$ cat src/rtl/spi_cmd_ctrl_pkg.sv
// Shared definitions for the SPI command scheduler: command opcodes, frame
// field widths, status flag bit positions, FSM state encoding and the packed
// frame layout used by the queue and the working/response registers.
package spi_cmd_ctrl_pkg;

  localparam int CMD_BITS           = 8;
  localparam int ADDR_BITS          = 8;
  localparam int PAYLOAD_BITS       = 8;
  localparam int MASTER_FRAME_WIDTH = CMD_BITS + ADDR_BITS + PAYLOAD_BITS;

  localparam logic [CMD_BITS-1:0] CMD_LED_SET = 8'h01;
  localparam logic [CMD_BITS-1:0] CMD_LED_GET = 8'h02;
  localparam logic [CMD_BITS-1:0] CMD_STATUS  = 8'h03;

  // Bit positions inside o_status
  localparam int STAT_OVERFLOW = 0;
  localparam int STAT_BAD_ADDR = 1;
  localparam int STAT_TIMEOUT  = 2;
  localparam int STAT_BAD_CMD  = 3;

  typedef enum logic [1:0] {
    ST_IDLE   = 2'd0,
    ST_DECODE = 2'd1,
    ST_ISSUE  = 2'd2,
    ST_RESP   = 2'd3
  } ctrl_state_t;

  typedef struct packed {
    logic [CMD_BITS-1:0]     cmd;
    logic [ADDR_BITS-1:0]    addr;
    logic [PAYLOAD_BITS-1:0] payload;
  } frame_t;

endpackage

$ cat src/rtl/spi_cmd_fifo.sv
// Synchronous command FIFO. A push into a full FIFO is accepted only when a
// pop happens in the same cycle; the head entry is presented combinationally.
// Ports: clk, rst_n (async active-low), push/wdata, pop/rdata, full, empty.
module spi_cmd_fifo #(
  parameter int WIDTH = 24,
  parameter int DEPTH = 4
) (
  input  logic             clk,
  input  logic             rst_n,
  input  logic             push,
  input  logic [WIDTH-1:0] wdata,
  input  logic             pop,
  output logic [WIDTH-1:0] rdata,
  output logic             full,
  output logic             empty
);

  localparam int AW = $clog2(DEPTH);

  logic [WIDTH-1:0] mem_r [DEPTH];
  logic [AW-1:0]    wr_ptr_r;
  logic [AW-1:0]    rd_ptr_r;
  logic [AW:0]      count_r;
  logic             push_ok_s;
  logic             pop_ok_s;

  assign full      = (count_r == (AW+1)'(DEPTH));
  assign empty     = (count_r == {(AW+1){1'b0}});
  assign pop_ok_s  = pop && !empty;
  assign push_ok_s = push && (!full || pop_ok_s);
  assign rdata     = mem_r[rd_ptr_r];

  // Storage array write port
  always_ff @(posedge clk) begin
    if (push_ok_s) begin
      mem_r[wr_ptr_r] <= wdata;
    end
  end

  // Pointer and occupancy tracking
  always_ff @(posedge clk or negedge rst_n) begin
    if (!rst_n) begin
      wr_ptr_r <= {AW{1'b0}};
      rd_ptr_r <= {AW{1'b0}};
      count_r  <= {(AW+1){1'b0}};
    end else begin
      if (push_ok_s) begin
        wr_ptr_r <= wr_ptr_r + AW'(1);
      end
      if (pop_ok_s) begin
        rd_ptr_r <= rd_ptr_r + AW'(1);
      end
      case ({push_ok_s, pop_ok_s})
        2'b10:   count_r <= count_r + (AW+1)'(1);
        2'b01:   count_r <= count_r - (AW+1)'(1);
        default: count_r <= count_r;
      endcase
    end
  end

endmodule

$ cat src/rtl/spi_cmd_ctrl.sv
// Command scheduler between the SPI slave receive side and the register bus.
// Frames are queued, then decoded and dispatched one at a time; read and
// status responses are loaded into the slave transmit frame while cs is high.
// Ports: sysclk, rst_n, rx_dv/i_cmd/i_addr/i_payload (frame in), cs,
//   o_slv_tx_enb/o_slv_frame (slave tx), o_bus_req/we/addr/wdata,
//   i_bus_ack/i_bus_rdata (register bus), o_busy, o_status (sticky flags).
// Optional feature: define SPI_CTRL_TIMEOUT_EN to abandon a bus access after
//   BUS_TIMEOUT cycles without ack (reads then return 8'hFF).
module spi_cmd_ctrl
  import spi_cmd_ctrl_pkg::*;
#(
  parameter int NUM_LEDS    = 4,
  parameter int FIFO_DEPTH  = 4,
  parameter int BUS_TIMEOUT = 255
) (
  input  logic        sysclk,
  input  logic        rst_n,
  input  logic        rx_dv,
  input  logic [7:0]  i_cmd,
  input  logic [7:0]  i_addr,
  input  logic [7:0]  i_payload,
  input  logic        cs,
  output logic        o_slv_tx_enb,
  output logic [23:0] o_slv_frame,
  output logic        o_bus_req,
  output logic        o_bus_we,
  output logic [7:0]  o_bus_addr,
  output logic [7:0]  o_bus_wdata,
  input  logic        i_bus_ack,
  input  logic [7:0]  i_bus_rdata,
  output logic        o_busy,
  output logic [7:0]  o_status
);

  localparam logic [ADDR_BITS-1:0] NUM_LEDS_B = ADDR_BITS'(NUM_LEDS);

  ctrl_state_t state_r;
  frame_t      work_r;
  frame_t      resp_r;
  frame_t      fifo_rdata_s;
  logic [3:0]  flags_r;
  logic        fifo_full_s;
  logic        fifo_empty_s;
  logic        pop_s;
  logic        ovf_evt_s;
  logic        addr_ok_s;
  logic        status_clr_s;
`ifdef SPI_CTRL_TIMEOUT_EN
  localparam logic [15:0] TO_LAST = 16'(BUS_TIMEOUT - 1);
  logic [15:0] to_cnt_r;
`endif

  assign pop_s        = (state_r == ST_IDLE) && !fifo_empty_s;
  // Overflow only when the full queue is not draining in the same cycle
  assign ovf_evt_s    = rx_dv && fifo_full_s && !pop_s;
  assign addr_ok_s    = (work_r.addr < NUM_LEDS_B);
  assign status_clr_s = (state_r == ST_DECODE) && (work_r.cmd == CMD_STATUS);
  assign o_status     = {4'b0000, flags_r};
  assign o_busy       = !fifo_empty_s || (state_r != ST_IDLE);

  spi_cmd_fifo #(
    .WIDTH (MASTER_FRAME_WIDTH),
    .DEPTH (FIFO_DEPTH)
  ) u_fifo (
    .clk   (sysclk),
    .rst_n (rst_n),
    .push  (rx_dv),
    .wdata ({i_cmd, i_addr, i_payload}),
    .pop   (pop_s),
    .rdata (fifo_rdata_s),
    .full  (fifo_full_s),
    .empty (fifo_empty_s)
  );

  // Control FSM with registered bus/slave outputs and sticky status flags
  always_ff @(posedge sysclk or negedge rst_n) begin
    if (!rst_n) begin
      state_r      <= ST_IDLE;
      work_r       <= '{8'h00, 8'h00, 8'h00};
      resp_r       <= '{8'h00, 8'h00, 8'h00};
      flags_r      <= 4'h0;
      o_bus_req    <= 1'b0;
      o_bus_we     <= 1'b0;
      o_bus_addr   <= 8'h00;
      o_bus_wdata  <= 8'h00;
      o_slv_tx_enb <= 1'b0;
      o_slv_frame  <= 24'h000000;
`ifdef SPI_CTRL_TIMEOUT_EN
      to_cnt_r     <= 16'h0000;
`endif
    end else begin
      // Clear first so flag events later in this block take priority
      if (status_clr_s) begin
        flags_r <= 4'h0;
      end
`ifdef SPI_CTRL_TIMEOUT_EN
      if (state_r != ST_ISSUE) begin
        to_cnt_r <= 16'h0000;
      end
`endif
      case (state_r)
        ST_IDLE: begin
          if (!fifo_empty_s) begin
            work_r  <= fifo_rdata_s;
            state_r <= ST_DECODE;
          end else begin
            state_r <= ST_IDLE;
          end
        end
        ST_DECODE: begin
          case (work_r.cmd)
            CMD_LED_SET, CMD_LED_GET: begin
              if (addr_ok_s) begin
                o_bus_req   <= 1'b1;
                o_bus_we    <= (work_r.cmd == CMD_LED_SET);
                o_bus_addr  <= work_r.addr;
                o_bus_wdata <= (work_r.cmd == CMD_LED_SET) ? work_r.payload : 8'h00;
                state_r     <= ST_ISSUE;
              end else begin
                flags_r[STAT_BAD_ADDR] <= 1'b1;
                state_r                <= ST_IDLE;
              end
            end
            CMD_STATUS: begin
              resp_r  <= '{work_r.cmd, work_r.addr, o_status};
              state_r <= ST_RESP;
            end
            default: begin
              flags_r[STAT_BAD_CMD] <= 1'b1;
              state_r               <= ST_IDLE;
            end
          endcase
        end
        ST_ISSUE: begin
          // Ack beats a simultaneous timeout expiry
          if (i_bus_ack) begin
            o_bus_req <= 1'b0;
            if (o_bus_we) begin
              state_r <= ST_IDLE;
            end else begin
              resp_r  <= '{work_r.cmd, work_r.addr, i_bus_rdata};
              state_r <= ST_RESP;
            end
`ifdef SPI_CTRL_TIMEOUT_EN
          end else if (to_cnt_r == TO_LAST) begin
            o_bus_req             <= 1'b0;
            flags_r[STAT_TIMEOUT] <= 1'b1;
            if (o_bus_we) begin
              state_r <= ST_IDLE;
            end else begin
              resp_r  <= '{work_r.cmd, work_r.addr, 8'hFF};
              state_r <= ST_RESP;
            end
          end else begin
            to_cnt_r <= to_cnt_r + 16'h0001;
            state_r  <= ST_ISSUE;
          end
`else
          end else begin
            state_r <= ST_ISSUE;
          end
`endif
        end
        ST_RESP: begin
          // Only touch the tx frame while no SPI transaction is in flight
          if (cs) begin
            o_slv_frame  <= resp_r;
            o_slv_tx_enb <= 1'b1;
            state_r      <= ST_IDLE;
          end else begin
            state_r <= ST_RESP;
          end
        end
        default: begin
          state_r <= ST_IDLE;
        end
      endcase
      if (ovf_evt_s) begin
        flags_r[STAT_OVERFLOW] <= 1'b1;
      end
    end
  end

endmodule
$ cat config.mk
export PLATFORM = sky130hd
export DESIGN_NAME = spi_cmd_ctrl
export DESIGN_NICKNAME = d
export VERILOG_FILES = /design/src/rtl/spi_cmd_ctrl_pkg.sv /design/src/rtl/spi_cmd_fifo.sv /design/src/rtl/spi_cmd_ctrl.sv
export SDC_FILE = /design/constraint.sdc
export NUM_CORES = 1
export LEC_CHECK = 0
export ABC_AREA = 1
export ABC_CLOCK_PERIOD_IN_PS = 2800
export BUFFER_PORTS_ARGS = -buffer_cell sky130_fd_sc_hd__buf_2
export CAP_MARGIN = 20
export CORE_MARGIN = 2
export CORE_UTILIZATION = 58
export DETAILED_ROUTE_END_ITERATION = 8
export PLACE_DENSITY = 0.79
export SLEW_MARGIN = 20
export SYNTH_ARGS = -nofsm -noshare
export SYNTH_HDL_FRONTEND = slang
export SYNTH_SLANG_ARGS = --single-unit
$ cat constraint.sdc
create_clock -name sysclk -period 2.8 [get_ports sysclk]
set_input_delay 0.28 -clock sysclk [delete_from_list [all_inputs] [get_ports sysclk]]
set_output_delay 0.28 -clock sysclk [all_outputs]
set_load 0.02 [all_outputs]
[Word level (Yosys, flattened, before mapping)]
Memories as Yosys holds them, arrays and structs flattened. A register that Yosys moved wholly into a read port is not among the register bits.
Index checks and enable logic that the tools add are counted.
Word-level totals
  bits in writable memories: 96
  memory bits (read-only): 0
  memories kept: 1
  flip-flop bits (word level): 79
  bits in latches: 0
Memory list
  u_fifo.mem_r: depth 4, width 24, rd ports 1, clocked after memory_dff 1, wr ports 1, line spi_cmd_fifo.sv:20  | logic [WIDTH-1:0] mem_r [DEPTH];
Cells by class
  equality and inequality tests: 14
  $add $sub $neg: 4
  bitwise logic cells: 1
  $lt $le $gt $ge: 1
  muxes and demuxes: 26
  shifts and indexed selects: 0
  divide/modulo/power cells: 0
  multipliers: 0
  reductions and logical operators: 25
Operator list (count)
  two-way mux 24 bit: 3
  case mux 24 bit (2 select lines): 1
  equality test 8 x 2 -> 1 bit (second input constant): 2
  two-way mux 1 bit: 12
  equality test 8 x 1 -> 1 bit (second input constant): 1
  < comparator 8 x 3 -> 1 bit (second input constant): 1
  two-way mux 2 bit: 4
  two-way mux 8 bit: 1
  case mux 2 bit (4 select lines): 1
  AND reduction 4 bit: 2
  nonzero test 2 bit: 4
  equality test 2 bit (second input constant): 3
  logical AND 1 bit: 6
  != test 2 bit (second input constant): 3
  case mux 3 bit (2 select lines): 1
  adder 2 x 1 -> 2 bit (second input constant): 2
  equality test 2 x 1 -> 1 bit (second input constant): 2
  zero test 1 bit: 4
  two-way mux 4 bit: 1
  != test 2 x 1 -> 1 bit (second input constant): 2
  case mux 2 bit (2 select lines): 1
  AND reduction 2 bit: 2
  adder 3 x 1 -> 3 bit (second input constant): 1
  equality test 3 bit (second input constant): 1
  9 further kinds: 10

[Logic depth before layout (Yosys ltp)]
  depth after elaboration: 8
  mapped depth: 12
  mapped depth without buffers: 12

[Modules after synthesis]
A second synthesis with hierarchy kept.
Second synthesis, totals
  cells, all modules: 726
  area, all modules: 7990.2 µm²
By module, submodules not included
  spi_cmd_fifo: cells each 320, instances 1, area each 4106.4 µm², sequential area each 3057.9 µm²
  spi_cmd_ctrl: cells each 406, instances 1, area each 3883.7 µm², sequential area each 2402.3 µm²

[Worst setup path after synthesis]
Ideal clock, no wire load.
  kind: reg2reg
  start: register state_r[0]
  end: memory u_fifo.mem_r[0][0] (enable)
  path slack: 384 ps
  stages on the path, launching flop included: 6
  library setup time: 405 ps
  arrival: 2011 ps
  data required time: 2395 ps
  path buffers: 0
  cell sequence: dfrtp_1 -> nor2_1 -> nand2_2 -> nand2_1 -> nand2_1 -> nor2_1
Between the ends
  cells in the longest elaborated chain, start to end: 7
RTL lines
  start, declared: line spi_cmd_ctrl.sv:37  | ctrl_state_t state_r;
  start signal, assigned: line spi_cmd_ctrl.sv:78  | state_r <= ST_IDLE;
  start signal, assigned: line spi_cmd_ctrl.sv:105  | state_r <= ST_DECODE;
  start signal, assigned: line spi_cmd_ctrl.sv:107  | state_r <= ST_IDLE;
  zero test 2 bit: line spi_cmd_ctrl.sv:53  | assign pop_s = (state_r == ST_IDLE) && !fifo_empty_s;
  logical AND 1 bit: line spi_cmd_ctrl.sv:53
  logical AND 1 bit: line spi_cmd_fifo.sv:29  | assign pop_ok_s = pop && !empty;
  logical OR 1 bit: line spi_cmd_fifo.sv:30  | assign push_ok_s = push && (!full || pop_ok_s);
  logical AND 1 bit: line spi_cmd_fifo.sv:30
  two-way mux 1 bit: line spi_cmd_fifo.sv:35  | if (push_ok_s) begin
  two-way mux 1 bit (implied by the code): line spi_cmd_fifo.sv:36  | mem_r[wr_ptr_r] <= wdata;
  end, declared: line spi_cmd_fifo.sv:20
No other way between the ends.

[Worst setup path after layout]
  start: register u_fifo.count_r[0]
  end: register u_fifo.count_r[2]
Between the ends
  cells in the longest elaborated chain, start to end: 8
  elaborated cells on any way between the ends: 14
  classes of those cells: add/sub (2); eq/ne (3); mux (1); reduce/logical (8)
RTL lines
  start, declared: line spi_cmd_fifo.sv:23  | logic [AW:0] count_r;
  start signal, assigned: line spi_cmd_fifo.sv:45  | count_r <= {(AW+1){1'b0}};
  start signal, assigned: line spi_cmd_fifo.sv:54  | 2'b10: count_r <= count_r + (AW+1)'(1);
  start signal, assigned: line spi_cmd_fifo.sv:55  | 2'b01: count_r <= count_r - (AW+1)'(1);
  zero test 3 bit: line spi_cmd_fifo.sv:28  | assign empty = (count_r == {(AW+1){1'b0}});
  zero test 1 bit: line spi_cmd_fifo.sv:29, spi_cmd_ctrl.sv:53
  logical AND 1 bit: line spi_cmd_ctrl.sv:53
  logical AND 1 bit: line spi_cmd_fifo.sv:29
  logical OR 1 bit: line spi_cmd_fifo.sv:30
  logical AND 1 bit: line spi_cmd_fifo.sv:30
  equality test 2 x 1 -> 1 bit or equality test 2 bit (tied branches): line spi_cmd_fifo.sv:53  | case ({push_ok_s, pop_ok_s})
  case mux 3 bit (2 select lines) or nonzero test 2 bit (tied branches)
Several ways; a longest one is shown, not always the timed one.
A chain may end at the register's enable or synchronous reset.

==> results.sh <==
export IMPL_cp_max_fo=7
export IMPL_rr_worst_depth=10
export IMPL_rsz0062_at_grt="no"
export IMPL_slew_headroom=0.552
export IMPL_dieWidth_um=121
export IMPL_antenna_found_initial=0
export IMPL_dp_hpwl_mm=9.64
export IMPL_grt_max_degree=55
export IMPL_drv_slew=0
export IMPL_yosys_top_cells_area="edfxtp_1 (36%), dfrtp_1 (33%), nand2_1 (8.2%)"
export IMPL_async_flop_share=0.518
export IMPL_fin_crit_sh=0.765
export IMPL_cp_arrival_ps=2490
export IMPL_synth_edff_count=96
export IMPL_cts_setup_buffers=0
export IMPL_criticalPathCategory="reg -> reg"
export IMPL_holdWs_ps=66.7
export IMPL_grt_overflow=0
export IMPL_htreeDepth=4
export IMPL_yosysMostFrequentCell="nand2_1"
export IMPL_ioPinCount=89
export IMPL_path_clk_slew_ps=60
export IMPL_diodes=0
export IMPL_gr_usage_all_layers=0.219
export IMPL_endpoint="u_fifo.count_r[2]$_DFFE_PN0P_"
export IMPL_hold_class="in -> reg"
export IMPL_r2r_start="u_fifo.count_r[0]$_DFFE_PN0P_"
export IMPL_p_sw_mw=3.46
export IMPL_syn_area_um2=7930
export IMPL_cap_violations=0
export IMPL_fp_dieH_um=121
export IMPL_pwr_share_seq=0.446
export IMPL_dr_pass1_iters=5
export IMPL_power_mw=9.79
export IMPL_wl_per_cell_um=15.1
export IMPL_area_growth_pct=15.1
export IMPL_fp_dieArea_um2=14600
export IMPL_grt_pass1_wl_mm=24.5
export IMPL_yosysSeqAreaShare=0.689
export IMPL_cts_buffers=17
export IMPL_combPwrFrac=0.312
export IMPL_clkPwrFrac=0.243
export IMPL_power_density_nw_per_um2=1070
export IMPL_synth_commonest_cells="nand2_1 (173), nor2_1 (108), dfrtp_1 (103), edfxtp_1 (96), o21ai_0 (67)"
export IMPL_worst_path_max_delay_cell="dfrtp_1"
export IMPL_max_clock_path_buffers=2
export IMPL_cp_num_buf_inv=1
export IMPL_r2r_end="u_fifo.count_r[2]$_DFFE_PN0P_"
export IMPL_initial_core_util=0.596
export IMPL_nets=846
export IMPL_yosysWarnings=0
export IMPL_path_delay_family="simple AND/OR/NAND/NOR gates"
export IMPL_end_kind="flip-flop"
export IMPL_dpl_instance_area_um2=8530
export IMPL_numClockSinks=199
export IMPL_ys_ff_latch=199
export IMPL_tightest_slew_ps=672
export IMPL_num_fill_cells=967
export IMPL_worstPathCellList="nor3_1 -> nand2_1 -> nand2_1 -> ha_1 -> inv_1 -> fa_1 -> nor2_1 -> nor2_1 -> nand2_1 -> xor2_1"
export IMPL_period_needed_ps=2140
export IMPL_via_per_inst=5.31
export IMPL_root_buffer="clkbuf_16"
export IMPL_ant_nets=0
export IMPL_netlist_instances=717
export IMPL_finalSetupTns_ps=0
export IMPL_synth_main_ff_cell="dfrtp_1"
export IMPL_routed_wl_mm=15.0
export IMPL_yosys_area_top_type="edfxtp_1"
export IMPL_ir_drop_mv=0.577
export IMPL_finalHoldViolations=0
export IMPL_insertion_delay_ps=430
export IMPL_switching_share=0.353
export IMPL_gp_congestion=0.788
export IMPL_crit_top_cell="nand2_1"
export IMPL_status="completed"
export IMPL_critical_path_required_ps=3150
export IMPL_fmax_ghz=0.467
export IMPL_yosysUniqueCellTypes=31
export IMPL_port_buffers=83
export IMPL_crit_cells=10
export IMPL_setup_viol=0
export IMPL_crit_start="u_fifo.count_r[0]$_DFFE_PN0P_"
export IMPL_first_iter_violations=320
export IMPL_p_int_mw=6.34
export IMPL_syn_area_per_cell_um2=11.1
export IMPL_start_kind="flip-flop"
export IMPL_final_area_um2=9120
export IMPL_vias=5266
export IMPL_synth_top_area_frac=0.364
export IMPL_r2r_slack_ps=660
export IMPL_total_leakage_power_nw=4.16
export IMPL_core_area_um2=13300
export IMPL_cpPeakStageDelay_ps=420
export IMPL_drive_gt1_frac=0.207
export IMPL_drc=0
export IMPL_grt_pass1_vias=5209
export IMPL_core_rowCount=42
export IMPL_cts_tree="yes"
export IMPL_skew_ps=9.33
-- worst register-to-register path: stages, from the launching register on --
cell     delay, ps
dfrtp_1        420
nor3_1         240
nand2_1        130
nand2_1        250
ha_1           200
inv_1           70
fa_1           390
nor2_1         110
nor2_1          40
nand2_1         70
xor2_1         150
-- placed cells by master (no fill, tap or decap), types with 4 or more instances in the layout --
| cell | n |
|---|---|
| clkbuf_16 | 17 |
| nor2_1 | 104 |
| edfxtp_1 | 96 |
| o21ai_0 | 67 |
| nand2_1 | 173 |
| buf_2 | 82 |
| mux2_2 | 24 |
| buf_4 | 13 |
| o21ai_1 | 6 |
| clkinvlp_2 | 4 |
| conb_1 | 5 |
| clkinv_1 | 4 |
| inv_1 | 32 |
| dfrtp_1 | 103 |
| inv_2 | 4 |
| ha_1 | 5 |
| nand3_1 | 41 |
| nor2_2 | 6 |
-- registers in the layout (all words and copies together), names as in the netlist --
signal,count
o_bus_addr,8
o_bus_we,1
u_fifo.wr_ptr_r,2
resp_r,24
u_fifo.count_r,3
work_r,24
flags_r,3
state_r,2
o_slv_frame,24
o_bus_wdata,8
u_fifo.mem_r,96
o_slv_tx_enb,1
o_bus_req,1
u_fifo.rd_ptr_r,2
-- cell families (layout without fill, tap and decap cells) --
logic type                 Yosys count  count (layout)  synth area share
other                                1               5          0.000473
xor gates and xnor gates             3               3           0.00332
adders and majority gates            6               6            0.0104
DFF                                199             199             0.689
AOI/OAI and AO/OA                   78              78            0.0516
buffers and inverters               71             166            0.0393
muxes                               24              24            0.0341
and+or+nand+nor                    335             335             0.172
-- how the worst min path moves through the flow --
stage                            start                            end  slack [ps]  cells past startpoint
after detailed placement         rst_n       o_slv_tx_enb$_DFFE_PN0P_         360                      1
after floorplan                  rst_n         flags_r[0]$_DFFE_PN0P_         -20                      0
final                         i_cmd[7]  u_fifo.mem_r[3][23]$_DFFE_PP_          70                      1
after global routing      i_payload[4]   u_fifo.mem_r[3][4]$_DFFE_PP_          60                      1
after global placement           rst_n       o_slv_tx_enb$_DFFE_PN0P_         350                      1
after CTS                    i_addr[5]  u_fifo.mem_r[2][13]$_DFFE_PP_          50                      1
-- per-stage QoR --
stage / utilization / setup WS [ps] / std cells
6_report: 0.686 / 659 / 992
5_1_grt: 0.686 / 441 / 992
4_1_cts: 0.686 / 657 / 992
3_3_place_gp: 0.641 / 748 / 959
2_1_floorplan: - / 384 / 721
3_5_place_dp: 0.641 / 679 / 959
-- power by group through the flow --
stage	registers [mW]	logic, mW	clock network (mW)
3_3_place_gp	4.35	2.90	0
3_5_place_dp	4.41	3.03	0
4_1_cts	4.36	3.07	2.41
6_report	4.36	3.05	2.38
2_1_floorplan	4.52	1.97	0
5_1_grt	4.44	3.46	2.54
-- area by class of cell --
type | instances | area [µm²] | area share
timing repair buffer | 97 | 538 | 0.0590
clock inverter | 15 | 161 | 0.0177
inverter | 37 | 139 | 0.0152
clock buffer | 17 | 425 | 0.0466
tap | 176 | 220 | 0.0241
sequential | 199 | 5460 | 0.599
multi-input combinational | 451 | 2180 | 0.239
-- routing by layer --
metal  global-route usage  wire length [µm]  vias up
met5                    0                 0        -
met2                0.363              7510      167
li1                     -                 -     2532
met3               0.0484               815       30
met4               0.0872               304        0
met1                0.282              6390     2537
-- timing repair --
item | in CTS | in global routing
hold endpoints to repair | 53 | 0
gates resized for setup | 0 | 0
hold buffers | 1 | 0
(Power assumes the default switching activity.)
